File: config.mk
export PLATFORM = sky130hd
export DESIGN_NAME = mac_dot_engine_flat
export DESIGN_NICKNAME = d
export VERILOG_FILES = /design/src/rtl/mac_pkg.sv /design/src/rtl/mac_dot_engine_if.sv /design/src/rtl/mac.sv /design/src/rtl/mac_dot_engine.sv /design/src/flat_wrapper.sv
export SDC_FILE = /design/constraint.sdc
export NUM_CORES = 1
export LEC_CHECK = 0
export BUFFER_PORTS_ARGS = -buffer_cell sky130_fd_sc_hd__buf_2
export CAP_MARGIN = 40
export CORE_ASPECT_RATIO = 0.9
export CORE_MARGIN = 2
export CORE_UTILIZATION = 30
export DETAILED_ROUTE_END_ITERATION = 6
export PLACE_DENSITY = 0.42
export SKIP_LAST_GASP = 1
export SLEW_MARGIN = 25
export SYNTH_ARGS = -nofsm -noshare
export SYNTH_HDL_FRONTEND = slang
export SYNTH_SLANG_ARGS = --single-unit
File: constraint.sdc
create_clock -name clk -period 7.3 [get_ports clk]
set_clock_uncertainty 0.1 [all_clocks]
set_input_delay 1.095 -clock clk [delete_from_list [all_inputs] [get_ports clk]]
set_output_delay 1.095 -clock clk [all_outputs]
set_load 0.02 [all_outputs]
File: src/rtl/mac_pkg.sv
// Shared definitions for the MAC datapath and the blocks that accumulate with it.
package mac_pkg;

    localparam int MAC_DATA_W = 8;
    localparam int MAC_ACC_W  = 2 * MAC_DATA_W;

    typedef enum logic [1:0] {
        IDLE = 2'd0,
        RUN  = 2'd1,
        DONE = 2'd2
    } state_t;

    // Signed-add overflow: both addends share a sign and the sum's sign differs.
    function automatic logic add_ovf(input logic prod_sign,
                                     input logic acc_sign,
                                     input logic sum_sign);
        return (prod_sign == acc_sign) && (sum_sign != prod_sign);
    endfunction

endpackage

File: src/rtl/mac_dot_engine_if.sv
// Operand-in and result-out valid/ready channels of the dot-product engine.
interface mac_dot_engine_if #(
    parameter int DATA_W = 8
);
    logic                         in_valid;
    logic                         in_ready;
    logic signed [DATA_W-1:0]     in_a;
    logic signed [DATA_W-1:0]     in_b;
    logic                         out_valid;
    logic                         out_ready;
    logic signed [2*DATA_W-1:0]   out_acc;
    logic                         out_ovf;

    // Operand source / result consumer side.
    modport master (
        output in_valid, in_a, in_b, out_ready,
        input  in_ready, out_valid, out_acc, out_ovf
    );

    // Engine side.
    modport slave (
        input  in_valid, in_a, in_b, out_ready,
        output in_ready, out_valid, out_acc, out_ovf
    );
endinterface

File: src/rtl/mac.sv
// Combinational multiply-accumulate: y = a*b + c, full-precision product, wrapping sum.
module mac #(
    parameter int DATA_W = 8
) (
    input  logic signed [DATA_W-1:0]   a,
    input  logic signed [DATA_W-1:0]   b,
    input  logic signed [2*DATA_W-1:0] c,
    output logic signed [2*DATA_W-1:0] prod,
    output logic signed [2*DATA_W-1:0] y
);

    assign prod = a * b;
    assign y    = prod + c;

endmodule

File: src/rtl/mac_dot_engine.sv
// Sequential dot-product engine: streams operand pairs through mac, feeding y back as c.
module mac_dot_engine
    import mac_pkg::*;
#(
    parameter int DATA_W = MAC_DATA_W,
    parameter int LEN_W  = 8
) (
    input  logic              clk,
    input  logic              rst,
    input  logic              start,
    input  logic [LEN_W-1:0]  cfg_len,
    output logic              busy,
    mac_dot_engine_if.slave   bus
);

    localparam int ACC_W = 2 * DATA_W;

    state_t                    state;
    logic signed [ACC_W-1:0]   acc;
    logic [LEN_W-1:0]          count;
    logic                      ovf;
    logic                      out_valid_q;
    logic signed [ACC_W-1:0]   prod;
    logic signed [ACC_W-1:0]   y;
    logic                      beat;

    mac #(DATA_W) u_mac (
        .a    (bus.in_a),
        .b    (bus.in_b),
        .c    (acc),
        .prod (prod),
        .y    (y)
    );

    assign bus.in_ready  = (state == RUN);
    assign beat          = bus.in_valid && (state == RUN);
    assign bus.out_valid = out_valid_q;
    assign bus.out_acc   = acc;
    assign bus.out_ovf   = ovf;

    // Control FSM, beat counter, accumulator and registered status outputs.
    always_ff @(posedge clk) begin
        if (rst) begin
            state       <= IDLE;
            acc         <= '0;
            count       <= '0;
            ovf         <= 1'b0;
            busy        <= 1'b0;
            out_valid_q <= 1'b0;
        end else begin
            case (state)
                IDLE: begin
                    if (start) begin
                        acc  <= '0;
                        ovf  <= 1'b0;
                        busy <= 1'b1;
                        if (cfg_len != '0) begin
                            count <= cfg_len;
                            state <= RUN;
                        end else begin
                            state       <= DONE;
                            out_valid_q <= 1'b1;
                        end
                    end
                end
                RUN: begin
                    if (beat) begin
                        acc   <= y;
                        ovf   <= ovf | add_ovf(prod[ACC_W-1], acc[ACC_W-1], y[ACC_W-1]);
                        count <= count - 1'b1;
                        if (count == LEN_W'(1)) begin
                            state       <= DONE;
                            out_valid_q <= 1'b1;
                        end
                    end
                end
                DONE: begin
                    if (bus.out_ready) begin
                        state       <= IDLE;
                        out_valid_q <= 1'b0;
                        busy        <= 1'b0;
                    end
                end
                default: begin
                    state       <= IDLE;
                    out_valid_q <= 1'b0;
                    busy        <= 1'b0;
                end
            endcase
        end
    end

endmodule

File: src/flat_wrapper.sv
// flat-port wrapper written by rule: the top's interface ports become plain ports
module mac_dot_engine_flat import mac_pkg::*;
#(
    parameter int DATA_W = MAC_DATA_W,
    parameter int LEN_W  = 8
)
  (clk, rst, start, cfg_len, busy, bus_in_valid, bus_in_a, bus_in_b, bus_out_ready, bus_in_ready, bus_out_valid, bus_out_acc, bus_out_ovf);
  mac_dot_engine_if #(.DATA_W(DATA_W)) bus_i ();
  input  logic clk;
  input  logic rst;
  input  logic start;
  input  logic [LEN_W-1:0] cfg_len;
  output logic busy;
  input wire logic [$bits(bus_i.in_valid)-1:0] bus_in_valid;
  input wire logic [$bits(bus_i.in_a)-1:0] bus_in_a;
  input wire logic [$bits(bus_i.in_b)-1:0] bus_in_b;
  input wire logic [$bits(bus_i.out_ready)-1:0] bus_out_ready;
  output wire logic [$bits(bus_i.in_ready)-1:0] bus_in_ready;
  output wire logic [$bits(bus_i.out_valid)-1:0] bus_out_valid;
  output wire logic [$bits(bus_i.out_acc)-1:0] bus_out_acc;
  output wire logic [$bits(bus_i.out_ovf)-1:0] bus_out_ovf;
  assign bus_i.in_valid = bus_in_valid;
  assign bus_i.in_a = bus_in_a;
  assign bus_i.in_b = bus_in_b;
  assign bus_i.out_ready = bus_out_ready;
  assign bus_in_ready = bus_i.in_ready;
  assign bus_out_valid = bus_i.out_valid;
  assign bus_out_acc = bus_i.out_acc;
  assign bus_out_ovf = bus_i.out_ovf;
  mac_dot_engine #(.DATA_W(DATA_W), .LEN_W(LEN_W)) u_core (.clk(clk), .rst(rst), .start(start), .cfg_len(cfg_len), .busy(busy), .bus(bus_i));
endmodule
==> results.sh <==
export IMPL_syn_area_um2=4490
export IMPL_cts_setup_buffers=0
export IMPL_r2r_slack_ps=4370
export IMPL_finalNonFillerCells=796
export IMPL_max_freq_mhz=154
export IMPL_numCtsBuffers=5
export IMPL_multi_input_area_um2=3480
export IMPL_vias=3710
export IMPL_htreeDepth=2
export IMPL_die_w_um=133
export IMPL_dieHeight_um=120
export IMPL_portBuffers=48
export IMPL_synth_async_reset_ratio_pct=0
export IMPL_synth_seq_cells=29
export IMPL_clk_transition_reported_paths_ps=60
export IMPL_first_iter_violations=196
export IMPL_io_pin_count=49
export IMPL_setup_viol=0
export IMPL_stdcell_area_um2=5090
export IMPL_synthCells=552
export IMPL_die_area_um2=16000
export IMPL_p_leak_nw=2.48
export IMPL_hold_class="reg -> reg"
export IMPL_seq_area_frac_synth_pct=12.9
export IMPL_holdBufCountCts=0
export IMPL_setup_tns_ps=0
export IMPL_end_kind="flop"
export IMPL_ant_nets=0
export IMPL_via_per_inst=4.66
export IMPL_diodes=0
export IMPL_routed_wl_um=10400
export IMPL_synth_edf_count=0
export IMPL_syn_num_nets=683
export IMPL_yosys_warnings=0
export IMPL_power_density_nw_per_um2=378
export IMPL_grtUsageTotal_pct=13.8
export IMPL_clock_sinks=29
export IMPL_seq_area_um2=581
export IMPL_required_ps=7370
export IMPL_cts_buffer_depth=2
export IMPL_critPathMaxFanout=8
export IMPL_tightest_slew_ps=579
export IMPL_dpl_cell_area_um2=4940
export IMPL_fillCellCount=1566
export IMPL_coreArea_um2=14700
export IMPL_grt_overflow=0
export IMPL_synth_area_top_cells="fa_1 25%, dfxtp_1 13%, ha_1 13%"
export IMPL_grt_setup_unrepaired="false"
export IMPL_start_util_pct=30.6
export IMPL_drive_above_1_share_pct=10.4
export IMPL_grt_max_degree=30
export IMPL_synth_top_area_cell="fa_1"
export IMPL_maxCapViolations=0
export IMPL_grt_pass1_vias=3710
export IMPL_gp_congestion=0.829
export IMPL_post_drt_wl_per_cell_um=13.1
export IMPL_ctsResizeCount=0
export IMPL_rows=42
export IMPL_cts_root_buf="clkbuf_16"
export IMPL_cts_tree="yes"
export IMPL_antenna_found_initial=0
export IMPL_worstSetupStartpointType="input pin"
export IMPL_layout_nets=728
export IMPL_period_share_pct=89.1
export IMPL_slew_headroom_pct=61.4
export IMPL_area_delta_synth_final_pct=13.6
export IMPL_route_detailed_drc=0
export IMPL_crit_arrival_ps=6570
export IMPL_hold_viol=0
export IMPL_synth_cell_type_count=49
export IMPL_finalCriticalPeriod_ps=6500
export IMPL_avgSynthCellArea_um2=8.13
export IMPL_maxSlewViolCount=0
export IMPL_dp_cells=788
export IMPL_worstSetupPathType="in -> reg"
export IMPL_dp_hpwl_um=8660
export IMPL_clock_latency_ps=280
export IMPL_drtPass1Iterations=5
export IMPL_holdWs_ps=360
export IMPL_status="finished clean"
export IMPL_ys_flop_type="dfxtp_1"
export IMPL_netlist_area_leader_share_pct=25.0
export IMPL_irDropWorstVdd_mv=0.178
export IMPL_grt_first_pass_wirelength_um=17900
## Yosys cell counts (all sizes together), types with 2 or more instances
master  instances
a211oi          7
a21boi          2
a21o            7
a21oi          28
a221oi          2
a22oi           7
a31oi           2
a32oi           3
and2           43
and3            2
clkbuf         10
dfxtp          29
fa             56
ha             46
inv           101
mux2i           2
nand2          35
nand2b          4
nand3          11
nor2           50
nor2b           8
nor3           17
o21a            3
o21ai          23
o21bai          3
o31ai           6
or3             6
or4             2
xnor2          17
xor2            4
## layer usage
layer | vias to the layer above | wire, µm | global-route usage (%)
met1 | 1771 | 5400 | 20.6
li1 | 1896 | - | -
met5 | - | 0 | 0
met4 | 0 | 34 | 2.22
met3 | 2 | 257 | 2.07
met2 | 41 | 4710 | 21.3
## cell usage in the layout (no fill, tap or decap), drive strengths merged, types with 8 or more instances in the layout
| cell | netlist | routed |
|---|---|---|
| inv | 101 | 101 |
| fa | 56 | 56 |
| nor2 | 50 | 50 |
| buf | 1 | 49 |
| ha | 46 | 46 |
| and2 | 43 | 43 |
| nand2 | 35 | 35 |
| dfxtp | 29 | 29 |
| a21oi | 28 | 28 |
| o21ai | 23 | 23 |
| nor3 | 17 | 17 |
| xnor2 | 17 | 17 |
| nand3 | 11 | 11 |
| nor2b | 8 | 8 |
## state kept, by name, summed over array words and instances, names as in the netlist
| register | count |
|---|---|
| u_core.bus.out_valid | 1 |
| u_core.bus.out_ovf | 1 |
| u_core.bus.out_acc | 16 |
| u_core.count | 8 |
| u_core.state | 2 |
| u_core.busy | 1 |
## layout make-up
cell class / count / share of cell area, %
clock inverter: 1 / 0.0982
timing repair buffer: 49 / 4.81
clock buffer: 7 / 3.00
tap: 198 / 4.86
multi-input combinational: 411 / 68.4
sequential: 29 / 11.4
inverter: 101 / 7.44
## kinds of logic after synthesis
family / count (synthesis) / synth area share, %
buffers and inverters: 112 / 9.40
flip-flops: 29 / 12.9
AND/OR/NAND/NOR: 183 / 20.1
XOR/XNOR: 21 / 4.10
AO/OA/AOI/OAI: 103 / 15.2
adder cells (fa/ha/maj): 102 / 37.8
multiplexers: 2 / 0.446
## critical path: stages
cell,delay (ps)
buf_2,140
and2_1,180
fa_1,530
inv_1,50
fa_1,470
inv_1,60
fa_1,520
inv_1,50
fa_1,520
inv_1,40
ha_1,310
a21oi_1,240
o21bai_1,100
a21oi_1,240
o21bai_1,100
a21oi_1,270
xnor2_1,110
ha_1,380
nand3_1,120
o2111a_1,280
or3_1,390
and3_1,190
o22a_1,190
## path summary, 6_finish.rpt
check                                          start                                  end  depth (start not counted)
setup / recovery                         bus_in_b[4]  u_core.bus.out_acc[15]$_SDFFE_PP0P_                         23
hold / removal       u_core.bus.out_ovf$_SDFFE_PP0P_      u_core.bus.out_ovf$_SDFFE_PP0P_                          2
setup reg to reg  u_core.bus.out_acc[0]$_SDFFE_PP0P_  u_core.bus.out_acc[12]$_SDFFE_PP0P_                         11
hold reg to reg      u_core.bus.out_ovf$_SDFFE_PP0P_      u_core.bus.out_ovf$_SDFFE_PP0P_                          2
## through the flow
stage          util [%]  power (mW)  setup slack [ps]
2_1_floorplan         -        1.42              1040
3_3_place_gp       33.6        1.70               599
3_5_place_dp       33.7        1.71               523
4_1_cts            34.8        1.95               806
5_1_grt            34.8        2.17               437
6_report           34.8        1.92               798
## where the power goes
part / leakage, nW / total, mW / internal (mW) / switching [mW]
clock: 0.0799 / 0.222 / 0.144 / 0.0779
combinational: 2.16 / 1.49 / 0.629 / 0.859
sequential: 0.237 / 0.214 / 0.186 / 0.0271
total: 2.48 / 1.92 / 0.960 / 0.964
Power figures use the tool's default switching activity.
